==> src/rtl/fp_div_pkg.sv <==
// Shared types and constants for the single-precision divide sequencer.
// Holds the FSM state encoding, IEEE-754 field layout and result flag bit positions.
package fp_div_pkg;

    typedef enum logic [1:0] {
        ST_IDLE   = 2'd0,
        ST_SETTLE = 2'd1,
        ST_HOLD   = 2'd2
    } state_t;

    localparam int FP_W    = 32;
    localparam int EXP_W   = 8;
    localparam int MANT_W  = 23;
    localparam int FLAGS_W = 3;
    localparam int CNT_W   = 4;

    localparam logic [FP_W-1:0] QNAN = 32'h7FC0_0000;

    localparam int FLAG_INVALID = 2;
    localparam int FLAG_DIVZ    = 1;
    localparam int FLAG_BYPASS  = 0;

endpackage

==> src/rtl/fp_classify.sv <==
// Combinational IEEE-754 single-precision operand classifier.
// Denormals are flushed to zero, so any operand with a zero exponent reports is_zero.
module fp_classify
    import fp_div_pkg::*;
(
    input  logic [FP_W-1:0] op,
    output logic            is_zero,
    output logic            is_inf,
    output logic            is_nan,
    output logic            is_normal
);

    logic [EXP_W-1:0]  w_exp;
    logic [MANT_W-1:0] w_mant;

    assign w_exp  = op[MANT_W +: EXP_W];
    assign w_mant = op[MANT_W-1:0];

    assign is_zero   = (w_exp == '0);
    assign is_inf    = (w_exp == '1) && (w_mant == '0);
    assign is_nan    = (w_exp == '1) && (w_mant != '0);
    assign is_normal = !is_zero && (w_exp != '1);

endmodule

==> src/rtl/fp_div_sequencer.sv <==
// Sequences one operand pair through an external combinational FP divider,
// resolving special operands locally and waiting SETTLE_CYCLES before sampling the quotient.
module fp_div_sequencer
    import fp_div_pkg::*;
#(
    parameter int unsigned SETTLE_CYCLES = 4
) (
    input  logic               clk,
    input  logic               rst_n,
    input  logic               in_valid,
    output logic               in_ready,
    input  logic [FP_W-1:0]    in_a,
    input  logic [FP_W-1:0]    in_b,
    output logic [FP_W-1:0]    div_a,
    output logic [FP_W-1:0]    div_b,
    input  logic [FP_W-1:0]    div_q,
    output logic               out_valid,
    input  logic               out_ready,
    output logic [FP_W-1:0]    out_q,
    output logic [FLAGS_W-1:0] out_flags
);

    localparam logic [CNT_W-1:0] SETTLE_LOAD = CNT_W'(SETTLE_CYCLES - 1);

    state_t               r_state;
    state_t               w_state_next;
    logic [CNT_W-1:0]     r_cnt;
    logic [FP_W-1:0]      r_op_a;
    logic [FP_W-1:0]      r_op_b;
    logic [FP_W-1:0]      r_out_q;
    logic [FLAGS_W-1:0]   r_out_flags;
    logic                 r_cooldown;

    logic w_a_zero, w_a_inf, w_a_nan, w_a_norm;
    logic w_b_zero, w_b_inf, w_b_nan, w_b_norm;
    logic w_sign;
    logic w_bypass;
    logic w_accept;
    logic [FP_W-1:0]    w_byp_q;
    logic [FLAGS_W-1:0] w_byp_flags;

    fp_classify u_class_a (
        .op        (in_a),
        .is_zero   (w_a_zero),
        .is_inf    (w_a_inf),
        .is_nan    (w_a_nan),
        .is_normal (w_a_norm)
    );

    fp_classify u_class_b (
        .op        (in_b),
        .is_zero   (w_b_zero),
        .is_inf    (w_b_inf),
        .is_nan    (w_b_nan),
        .is_normal (w_b_norm)
    );

    assign w_sign   = in_a[FP_W-1] ^ in_b[FP_W-1];
    assign w_bypass = !(w_a_norm && w_b_norm);

    // Special-operand result; branch order resolves overlaps such as inf/0 and 0/0.
    always_comb begin
        // NOTE: every output gets a default first so no path leaves one unassigned, which would infer a latch.
        w_byp_q                   = {w_sign, {(FP_W-1){1'b0}}};
        w_byp_flags               = '0;
        w_byp_flags[FLAG_BYPASS]  = 1'b1;
        if (w_a_nan || w_b_nan || (w_a_zero && w_b_zero) || (w_a_inf && w_b_inf)) begin
            w_byp_q                   = QNAN;
            w_byp_flags[FLAG_INVALID] = 1'b1;
        end else if (w_a_inf) begin
            w_byp_q = {w_sign, {EXP_W{1'b1}}, {MANT_W{1'b0}}};
        end else if (w_b_zero) begin
            w_byp_q                = {w_sign, {EXP_W{1'b1}}, {MANT_W{1'b0}}};
            w_byp_flags[FLAG_DIVZ] = 1'b1;
        end
    end

    // The first IDLE cycle after HOLD is a turnaround cycle, giving the SETTLE_CYCLES+3 issue interval.
    always_comb begin
        w_state_next = r_state;
        in_ready     = 1'b0;
        w_accept     = 1'b0;
        case (r_state)
            ST_IDLE: begin
                in_ready = !r_cooldown;
                w_accept = in_valid && !r_cooldown;
                if (w_accept) begin
                    w_state_next = w_bypass ? ST_HOLD : ST_SETTLE;
                end
            end
            ST_SETTLE: begin
                if (r_cnt == '0) begin
                    w_state_next = ST_HOLD;
                end
            end
            ST_HOLD: begin
                if (out_ready) begin
                    w_state_next = ST_IDLE;
                end
            end
            default: w_state_next = ST_IDLE;
        endcase
    end

    always_ff @(posedge clk) begin
        // NOTE: non-blocking assignments so every register samples pre-edge values regardless of statement order.
        if (!rst_n) begin
            r_state <= ST_IDLE;
        end else begin
            r_state <= w_state_next;
        end
    end

    always_ff @(posedge clk) begin
        if (!rst_n) begin
            r_cnt       <= '0;
            r_op_a      <= '0;
            r_op_b      <= '0;
            r_out_q     <= '0;
            r_out_flags <= '0;
            r_cooldown  <= 1'b0;
        end else begin
            r_cooldown <= (r_state == ST_HOLD) && out_ready;
            if (w_accept) begin
                r_op_a <= in_a;
                r_op_b <= in_b;
                if (w_bypass) begin
                    r_out_q     <= w_byp_q;
                    r_out_flags <= w_byp_flags;
                end else begin
                    r_cnt <= SETTLE_LOAD;
                end
            end else if (r_state == ST_SETTLE) begin
                if (r_cnt == '0) begin
                    r_out_q     <= div_q;
                    r_out_flags <= '0;
                end else begin
                    r_cnt <= r_cnt - 1'b1;
                end
            end
        end
    end

    assign div_a     = r_op_a;
    assign div_b     = r_op_b;
    assign out_q     = r_out_q;
    assign out_flags = r_out_flags;
    assign out_valid = (r_state == ST_HOLD);

endmodule
==> config.mk <==
export PLATFORM = sky130hd
export DESIGN_NAME = fp_div_sequencer
export DESIGN_NICKNAME = d
export VERILOG_FILES = /design/src/rtl/fp_div_pkg.sv /design/src/rtl/fp_classify.sv /design/src/rtl/fp_div_sequencer.sv
export SDC_FILE = /design/constraint.sdc
export NUM_CORES = 1
export LEC_CHECK = 0
export CAP_MARGIN = 20
export CORE_MARGIN = 2
export CORE_UTILIZATION = 42
export CTS_BUF_LIST = sky130_fd_sc_hd__clkbuf_4 sky130_fd_sc_hd__clkbuf_8
export DETAILED_ROUTE_END_ITERATION = 16
export HOLD_SLACK_MARGIN = 0.02
export PLACE_DENSITY = 0.83
export SLEW_MARGIN = 10
export SYNTH_ARGS = -nofsm -noshare
export SYNTH_HDL_FRONTEND = slang
export SYNTH_SLANG_ARGS = --single-unit
==> constraint.sdc <==
create_clock -name clk -period 2.4 [get_ports clk]
set_clock_uncertainty 0.15 [all_clocks]
set_input_delay 0.36 -clock clk [delete_from_list [all_inputs] [get_ports clk]]
set_output_delay 0.36 -clock clk [all_outputs]
set_load 0.05 [all_outputs]
* Word level (Yosys, flattened, before mapping)
Cells that the tools add are included.
** Storage, ports and cells
- Output and inout bits :: 101
- Register bits :: 106
- Input port bits :: 100
** Cells by class
- $add $sub $neg :: 1
- Bitwise logic cells :: 1
- Mux-type cells :: 26
- Reduce and logical (&&, ||, !) cells :: 30
- Equal/unequal tests :: 12
** Operators with widths (count)
- $mux W32 :: 5
- $mux W31 :: 2
- $logic_not A23 Y1 :: 2
- $reduce_bool A23 Y1 :: 2
- $eq A8 B8 Y1 const B :: 2
- $logic_not A8 Y1 :: 2
- $mux W4 :: 4
- $ne A8 B8 Y1 const B :: 2
- $mux W3 :: 4
- $logic_and A1 B1 Y1 :: 11
- $reduce_and A3 Y1 :: 3
- $mux W2 :: 4
- $ne A2 B2 Y1 const B :: 4
- $mux W1 :: 6
- $pmux W2 S3 :: 1
- $logic_not A4 Y1 :: 1
- $ne A2 B1 Y1 const B :: 2
- $reduce_bool A2 Y1 :: 2
- $sub A4 B1 Y4 const B :: 1
- $logic_not A1 Y1 :: 3
- $logic_or A1 B1 Y1 :: 3
- $eq A2 B1 Y1 const B :: 1
- $eq A2 B2 Y1 const B :: 1
- $logic_not A2 Y1 :: 1
- $xor A1 B1 Y1 :: 1

* Longest topological paths before layout
Gate-level depths: netlist (run 1).
- Word-level depth :: 8
- Gate-level depth with buffers :: 7

* Cells and area by module
Synthesis (run 1) repeated with hierarchy kept, for this count alone.
** Second synthesis, totals
- Cells, all modules :: 493
- Area, all modules :: 4078.9 um^2
** Modules (own cells, without submodules)
- fp_div_sequencer :: cells an instance 459, times used 1, area each 3833.7 um^2
- fp_classify :: cells an instance 17, times used 2, area each 122.6 um^2

* Worst setup path after synthesis (run 1)
No wires, ideal clock.
- Kind :: register to register
- Start point :: reg r_state[1]
- End point :: reg r_out_q[13], in the netlist out_q[13]
- Cell stages (with the launch flop) :: 7
- Buffers on the path :: 1
- Slack :: -0.253 ns
- Data arrival time :: 2.386 ns
- Period minus slack after synthesis :: 2.653 ns
- Cell sequence :: dfxtp_1 -> nor3_1 -> and2_1 -> o41a_4 -> nor3b_4 -> buf_6 -> a22o_1
** On the way
- Cells in the longest elaborated chain, start to end :: 4
- Elaborated cells between the ends (all ways) :: 8
- Classes of those cells :: eq/ne (2); mux (2); reduce/logical (4)
** RTL lines
- start: declaration :: RTL line fp_div_sequencer.sv:25 : state_t r_state;
- start signal: assignment :: RTL line fp_div_sequencer.sv:110 : r_state <= w_state_next;
- $logic_not A2 Y1 :: RTL line fp_div_sequencer.sv:83 : case (r_state)
- $mux W1 :: RTL line fp_div_sequencer.sv:83
- $ne A2 B2 Y1 (no source line) or $reduce_bool A2 Y1 (tied branches)
- $reduce_and A3 Y1 (no source line)
- end signal: assignment :: RTL line fp_div_sequencer.sv:128 : r_out_q <= w_byp_q;
- end signal: assignment :: RTL line fp_div_sequencer.sv:135 : r_out_q <= div_q;
- end: declaration :: RTL line fp_div_sequencer.sv:30 : logic [FP_W-1:0] r_out_q;
Several ways; a longest one is shown, not always the timed one.
A chain may end at the register's enable or synchronous reset.

* Final worst setup path (run 1)
- Start point :: in in_b[23]
- End point :: reg r_out_flags[2], in the netlist out_flags[2]
** On the way
- Cells in the longest elaborated chain, start to end :: 8
- Elaborated cells between the ends (all ways) :: 18
- Classes of those cells :: eq/ne (3); mux (3); reduce/logical (12)
** RTL lines
- start: declaration :: RTL line fp_div_sequencer.sv:13 : input logic [FP_W-1:0] in_b,
- $eq A8 B8 Y1 :: RTL line fp_classify.sv:20, fp_classify.sv:21
- $logic_and A1 B1 Y1 :: RTL line fp_classify.sv:21 : assign is_nan = (w_exp == '1) && (w_mant != '0);
- $logic_or A1 B1 Y1 (3 in series) :: RTL line fp_div_sequencer.sv:67 : if (w_a_nan || w_b_nan || (w_a_zero && w_b_zero) || (w_a_inf && w_b_inf)) begin
- $mux W1 :: RTL line fp_div_sequencer.sv:67
- $mux W3 :: RTL line fp_div_sequencer.sv:127 : if (w_bypass) begin
- $mux W3 :: RTL line fp_div_sequencer.sv:124 : if (w_accept) begin
- end signal: assignment :: RTL line fp_div_sequencer.sv:129 : r_out_flags <= w_byp_flags;
- end: declaration :: RTL line fp_div_sequencer.sv:31 : logic [FLAGS_W-1:0] r_out_flags;
Several ways; a longest one is shown, not always the timed one. The select of a mux whose other input is x is not followed.

==> results of run 1 <==
[sequential cells by signal, summed over array words and instances (netlist names)]
register,count
r_state,2
div_a,32
div_b,32
r_cnt,4
out_flags,3
r_cooldown,1
out_q,32
[layout make-up]
class	count	area share, %
clock buffers	10	1.986
clock inverters	6	1.192
inverters	2	0.1135
multi-input cells	326	28.41
flip-flops and latches	106	32.08
well taps	133	2.516
repair buffers	227	33.71
[metal layers]
layer / global-route usage, % / vias to the layer above / part of all wire, %
li1: - / 2029 / -
met1: 25.70 / 1910 / 41
met2: 38.96 / 151 / 49
met3: 6.586 / 21 / 7.7
met4: 7.996 / 0 / 1.9
met5: 0 / - / 0
[kinds of logic (layout without fill, tap and decap cells)]
family	count (synthesis)	after routing	synth area share, %
xor+xnor	3	3	0.6340
compound gates	124	124	23.06
fa+ha+maj	1	1	0.3018
flops	106	106	51.19
buf+inv	33	245	3.682
simple gates	198	198	21.13
[power groups by stage]
stage / sequential [uW] / clock, uW / combinational (uW)
finish: 1980 / 1160 / 1390
global route: 2000 / 1260 / 1480
CTS: 1980 / 1190 / 1400
detailed placement: 2020 / 0 / 1390
global placement: 2020 / 0 / 1370
floorplan: 2480 / 0 / 363
[Yosys cell counts (2+ instances only)]
| cell | n | area share, % |
|---|---|---|
| a21boi_0 | 64 | 12 |
| o211ai_1 | 2 | 0.36 |
| nand4_1 | 7 | 1.1 |
| inv_1 | 2 | 0.18 |
| o31ai_1 | 10 | 1.8 |
| nand2_1 | 146 | 13 |
| clkbuf_1 | 17 | 1.5 |
| a31oi_1 | 8 | 1.2 |
| buf_2 | 11 | 1.3 |
| dfxtp_1 | 106 | 51 |
| a22o_1 | 22 | 4.6 |
| nor3_1 | 5 | 0.60 |
| nor3b_1 | 2 | 0.36 |
| buf_6 | 2 | 0.54 |
| o22ai_1 | 2 | 0.30 |
| nor4_1 | 14 | 2.1 |
| o21ai_0 | 4 | 0.48 |
| and2_1 | 3 | 0.45 |
| xor2_1 | 3 | 0.63 |
| nor2_1 | 6 | 0.54 |
| nor2b_1 | 3 | 0.45 |
| o21a_1 | 5 | 0.91 |
| and3_1 | 2 | 0.30 |
| o211a_1 | 2 | 0.48 |
[worst reg2reg max path, delay by kind of cell, from the launching register on]
kind,cells,cell delay (ns)
simple gates,3,0.92
buf+inv,2,0.30
flops,1,0.35
fa+ha+maj,1,0.19
compound gates,1,0.18
[layout by cell type (no fill, tap or decap), types with 2 or more instances in the layout]
cell type,n
a21boi_0,64
a22o_1,22
a31oi_1,8
and2_1,2
and3_1,2
buf_12,2
buf_4,25
clkbuf_8,9
clkdlybuf4s50_1,197
dfxtp_1,106
dlymetal6s2s_1,2
inv_1,2
inv_6,2
inv_8,2
nand2_1,145
nand4_1,7
nor2_1,6
nor2b_1,3
nor3_1,4
nor3b_1,2
nor4_1,14
o211a_1,2
o211ai_1,2
o21a_1,5
o21ai_0,4
o22ai_1,2
o31ai_1,10
xor2_1,3
[worst max-delay path by stage]
stage                    start            to  cells past startpoint
finish                in_b[23]  out_flags[2]                      8
CTS                 r_state[1]      in_ready                      2
detailed placement    in_b[23]  out_flags[2]                      8
floorplan           r_state[1]     out_q[13]                      6
global placement      in_b[23]     out_q[22]                      8
global route          in_b[23]  out_flags[2]                      8
[stage by stage]
step / hold slack, ns / total power (uW) / utilization, % / setup slack, ns / instance area, sq um
2_1_floorplan: 0.3355 / 2846 / - / 0.2274 / 4150
3_3_place_gp: 0.2985 / 3390 / 66.09 / -0.1503 / 6400
3_5_place_dp: 0.3050 / 3419 / 66.09 / -0.2585 / 6400
4_1_cts: 0.2938 / 4576 / 68.26 / 0.01811 / 6610
5_1_grt: 0.3286 / 4744 / 68.31 / 0.05983 / 6615
6_report: 0.3147 / 4541 / 68.31 / 0.1096 / 6615
==> reports/metrics.yaml, run 1 <==
finalSetupViolations: 0
layout-drive-gt1-share_pct: 7.829
r2r_end: "out_q[17]"
drtIter0Drc: 168
worstPathBufferInverterCount: 3
worstSetupPathType: "input port to flip-flop"
ios: 201
diodes: 0
nNetsFinal: 773
ys_seq_elements: 106
postCtsSetupBuffers: 0
clock_latency_ns: 0.37
leakagePower_uw: 0.002516
dp.final_hpwl_um: 9396
fin_crit_sh_pct: 95.43
drc_errors: 0
swShare_pct: 34.75
crit_path_cell_trace: "clkdlybuf4s50_1 -> nor4_1 -> buf_4 -> nand4_1 -> nor4b_1 -> a211oi_1 -> buf_4 -> o21a_1"
seqPwrFrac_pct: 43.7
power_frac_clock_pct: 25.6
async_flop_share_pct: 0
hold_path_depth: 2
period_minus_slack_ns: 2.290
status: "completed"
multiInputGateArea_sq_um: 1879
grt_pass1_wl_um: 18690
slew_viol_final: 0
cts_resized: 0
p_int_uw: 2963
finalNonFillerCells: 810
dieArea_sq_um: 10680
fmax_ghz: 0.4366
cp.required_ns: 2.56
seq_area_frac_synth_pct: 51.19
overflow: 0
rsz0062_at_grt: "false"
design.core.area_sq_um: 9684
dr_total_vias: 4111
cp_common_cell: "buf_4"
start_util_pct: 42.80
die_width_um: 103.3
reg2reg_slack_ns: 0.26
drv_cap: 0
cp-end-kind: "flip-flop"
gp_congestion: 0.9030
worstSetupStartpointType: "input port"
power_density_nw_per_um2: 686.5
path_delay_family: "simple AND/OR/NAND/NOR gates"
synth-main-ff-cell: "dfxtp_1"
seq_area_sq_um: 2122
drt_wl_total_um: 12350
ys_warn_count: 0
switching_power_uw: 1578
synth.distinct_cells: 41
root_buffer: "clkbuf_8"
grt_max_degree: 52
place_inst: 794
htree_levels: 3
wl_per_cell_um: 15.25
tightestPinTransition_ns: 0.6335
cts_sinks: 106
cp_max_fo: 3
worstHoldStart: "rst_n"
hold_path_end: "out_flags[0]"
num_rows: 36
io_buffers: 200
ant_nets: 0
min_path_type: "input port to flip-flop"
fill_cells: 789
synthCells: 465
clk_pin_slew_worst_paths_ns: 0.09
cts_hold_buf: 0
critPathSlowestCell: "nor4_1"
synth_nets: 566
hold_viol: 0
pwr-share-comb_pct: 30.7
antenna_found_initial: 0
max_stage_delay_ns: 0.60
grt_pass1_vias: 3954
vdd_drop_max_mv: 0.3678
maxSlewHeadroom_pct: 57.38
synth_edf_count: 0
cp.arrival_ns: 2.45
synthesis.area_sq_um: 4145
grt_usage_pct: 22.23
finalSetupTns_ns: 0
dr.pass1.iters: 4
r2r-start: "r_cnt[0]"
vias_per_cell: 5.075
cts_tree: "done"
die_h_um: 103.3
cts_buffers: 9
r2r_cells: 7
area_growth_pct: 59.58
syn_avg_cell_area_sq_um: 8.914
cts_buffer_depth: 2
No activity file was read; power rests on OpenSTA's default activity.
==> run 2, diff against run 1 <==
--- a/config.mk
+++ b/config.mk
@@ -6,12 +6,15 @@
 export NUM_CORES = 1
 export LEC_CHECK = 0
 export CAP_MARGIN = 20
+export CORE_ASPECT_RATIO = 1.25
 export CORE_MARGIN = 2
 export CORE_UTILIZATION = 42
 export CTS_BUF_LIST = sky130_fd_sc_hd__clkbuf_4 sky130_fd_sc_hd__clkbuf_8
 export DETAILED_ROUTE_END_ITERATION = 16
+export GPL_TIMING_DRIVEN = 0
 export HOLD_SLACK_MARGIN = 0.02
 export PLACE_DENSITY = 0.83
+export SKIP_CTS_REPAIR_TIMING = 1
 export SLEW_MARGIN = 10
 export SYNTH_ARGS = -nofsm -noshare
 export SYNTH_HDL_FRONTEND = slang
==> run 2 against run 1 <==
Fmax barely moved. Clock power barely moved. Total power barely moved. Worst hold slack gained 0.0030 ns. Global-route usage rose by 1.7 points. Design area down 1.1%. Flip-flop and latch count did not move.
==> reports/metrics.yaml, run 2 (synthesis gave the netlist of run 1 again) <==
die_width_um: 92.86  # -10%
place_inst: 791  # -0.38%
clk_pin_slew_worst_paths_ns: 0.09  # about the same
nNetsFinal: 777  # +0.52%
cts_tree: "done"
stdcell_area_sq_um: 6540  # -1.1%
cp-end-kind: "output pin"
drv_cap: 0  # unchanged
maxSlewHeadroom_pct: 56.71  # -0.66 points
cp.arrival_ns: 1.78  # -0.67 ns
min_path_type: "flip-flop to flip-flop"
hold_viol: 0  # unchanged
r2r-start: "r_cnt[0]"
antenna_found_initial: 0  # unchanged
num_rows: 40  # +11%
cts_buffers: 9  # unchanged
finalSetupViolations: 0  # unchanged
crit_start: "r_state[1]"
clock_latency_ns: 0.36  # about the same
path_delay_family: "buffers and inverters"
area_growth_pct: 57.77
finalNonFillerCells: 807  # -0.37%
design.core.area_sq_um: 9609  # -0.78%
grt_usage_pct: 23.97  # +1.7 points
crit_path_cell_trace: "nor2b_1 -> clkdlybuf4s50_1"
vias_per_cell: 5.167  # +1.8%
vdd_drop_max_mv: 0.4003  # +8.9%
grt_pass1_wl_um: 20150  # +7.8%
overflow: 0  # unchanged
worstPathBufferInverterCount: 1  # -2
grt_pass1_vias: 4128  # +4.4%
ios: 201  # unchanged
cts_sinks: 106  # unchanged
fmax_ghz: 0.4366  # about the same
diodes: 0  # unchanged
dr_total_vias: 4170  # +1.4%
layout_commonest_cell: "clkdlybuf4s50_1"
dp.final_hpwl_um: 10180  # +8.3%
reg2reg_slack_ns: 0.18  # -0.08 ns
hold_path_depth: 2  # unchanged
die_h_um: 115.1  # +11%
worstSetupPathType: "flip-flop to output pin"
critPathCapture: "out_valid"
drtIter0Drc: 120  # -29%
worstSetupStartpointType: "flip-flop"
cp.depth: 2  # -6
cp.required_ns: 1.89  # -0.67 ns
wl_per_cell_um: 16.17  # +6.1%
cp_max_fo: 3  # unchanged
fin_crit_sh_pct: 95.43  # about the same
ant_nets: 0  # unchanged
root_buffer: "clkbuf_8"
cts_buffer_depth: 2  # unchanged
io_buffers: 200  # unchanged
final_cell_mix: "199 x clkdlybuf4s50_1, 146 x nand2_1, 106 x dfxtp_1"
drt_wl_total_um: 13050  # +5.7%
slew_viol_final: 0  # unchanged
final_core_util_pct: 68.06  # -0.25 points
power_density_nw_per_um2: 694.2  # +1.1%
gp_congestion: 0.8069  # -11%
max_stage_delay_ns: 0.83  # +0.23 ns
status: "completed"
leakagePower_uw: 0.002441  # -3.0%
totalPowerFinal_uw: 4540  # about the same
start_util_pct: 43.14  # +0.33 points
htree_levels: 3  # unchanged
period_minus_slack_ns: 2.290  # -0.0001530 ns
postPlaceCellArea_sq_um: 6310  # -1.4%
tightestPinTransition_ns: 0.6434  # +0.009848 ns
critPathSlowestCell: "clkdlybuf4s50_1"
r2r_cells: 7  # unchanged
dr.pass1.iters: 4  # unchanged
grt_max_degree: 17  # -67%
layout-drive-gt1-share_pct: 5.433  # -2.4 points
drc_errors: 0  # unchanged
r2r_end: "out_q[15]"
dieArea_sq_um: 10680  # about the same
rsz0062_at_grt: "false"
==> run 2: cell types whose count changed in the layout (fill, tap and decap cells not counted), moves of 3 or more <==
cell and change:
buf_2 +10, buf_4 -25, clkbuf_1 +17, clkbuf_8 +3
==> run 2: how the worst min path moves through the flow <==
stage | from | to | slack, ns
6_report | div_a[0] | div_a[0] | 0.32
5_1_grt | div_b[3] | div_b[3] | 0.34
4_1_cts | div_b[3] | div_b[3] | 0.32
3_5_place_dp | out_flags[1] | out_flags[1] | 0.30
3_3_place_gp | div_b[31] | div_b[31] | 0.30
2_1_floorplan | div_q[10] | out_q[10] | 0.34
==> run 2: worst min-delay path, stage by stage (launching register included) <==
cell	delay [ns]
dfxtp_1	0.32
nand2_1	0.04
a21boi_0	0.06
==> run 2: final cells by class <==
class                           instances  area (sq um)
Tap cell                              126         157.7
Clock buffer                           12         165.2
Inverter                                2         7.507
Multi-Input combinational cell        326          1889
Clock inverter                          4         48.80
Buffer                                 31         145.1
Timing Repair Buffer                  200          2004
Fill cell                             782          3069
Sequential cell                       106          2122
==> run 2: layer usage <==
metal	vias up	wire (um)	part of all wire, %	GRT usage (%)
met5	-	0	0	0
met4	0	253	1.9	8.529
met3	20	1074	8.2	7.143
met2	161	6459	49	42.90
met1	1954	5265	40	27.04
li1	2035	-	-	-
==> run 2: power breakdown <==
group / internal (uW) / leakage, uW / switching [uW]
Combinational: 532 / 0.00146 / 866
Clock: 567 / 0.000112 / 588
Sequential: 1910 / 0.000867 / 82.9
==> run 2: per-stage QoR <==
stage | hold slack, ns | setup TNS, ns | setup slack [ns]
6_report | 0.3177 | 0 | 0.1097
5_1_grt | 0.3434 | 0 | 0.02245
4_1_cts | 0.3201 | -2.249 | -0.3088
3_5_place_dp | 0.3024 | -9.041 | -0.6843
3_3_place_gp | 0.2986 | -8.653 | -0.6487
2_1_floorplan | 0.3355 | 0 | 0.2274
==> run 3, diff against run 2 <==
--- a/config.mk
+++ b/config.mk
@@ -5,6 +5,7 @@
 export SDC_FILE = /design/constraint.sdc
 export NUM_CORES = 1
 export LEC_CHECK = 0
+export ABC_AREA = 0
 export CAP_MARGIN = 20
 export CORE_ASPECT_RATIO = 1.25
 export CORE_MARGIN = 2
==> results of run 3 <==
No change in the layout: final DEF, timing and power equal those of run 2.
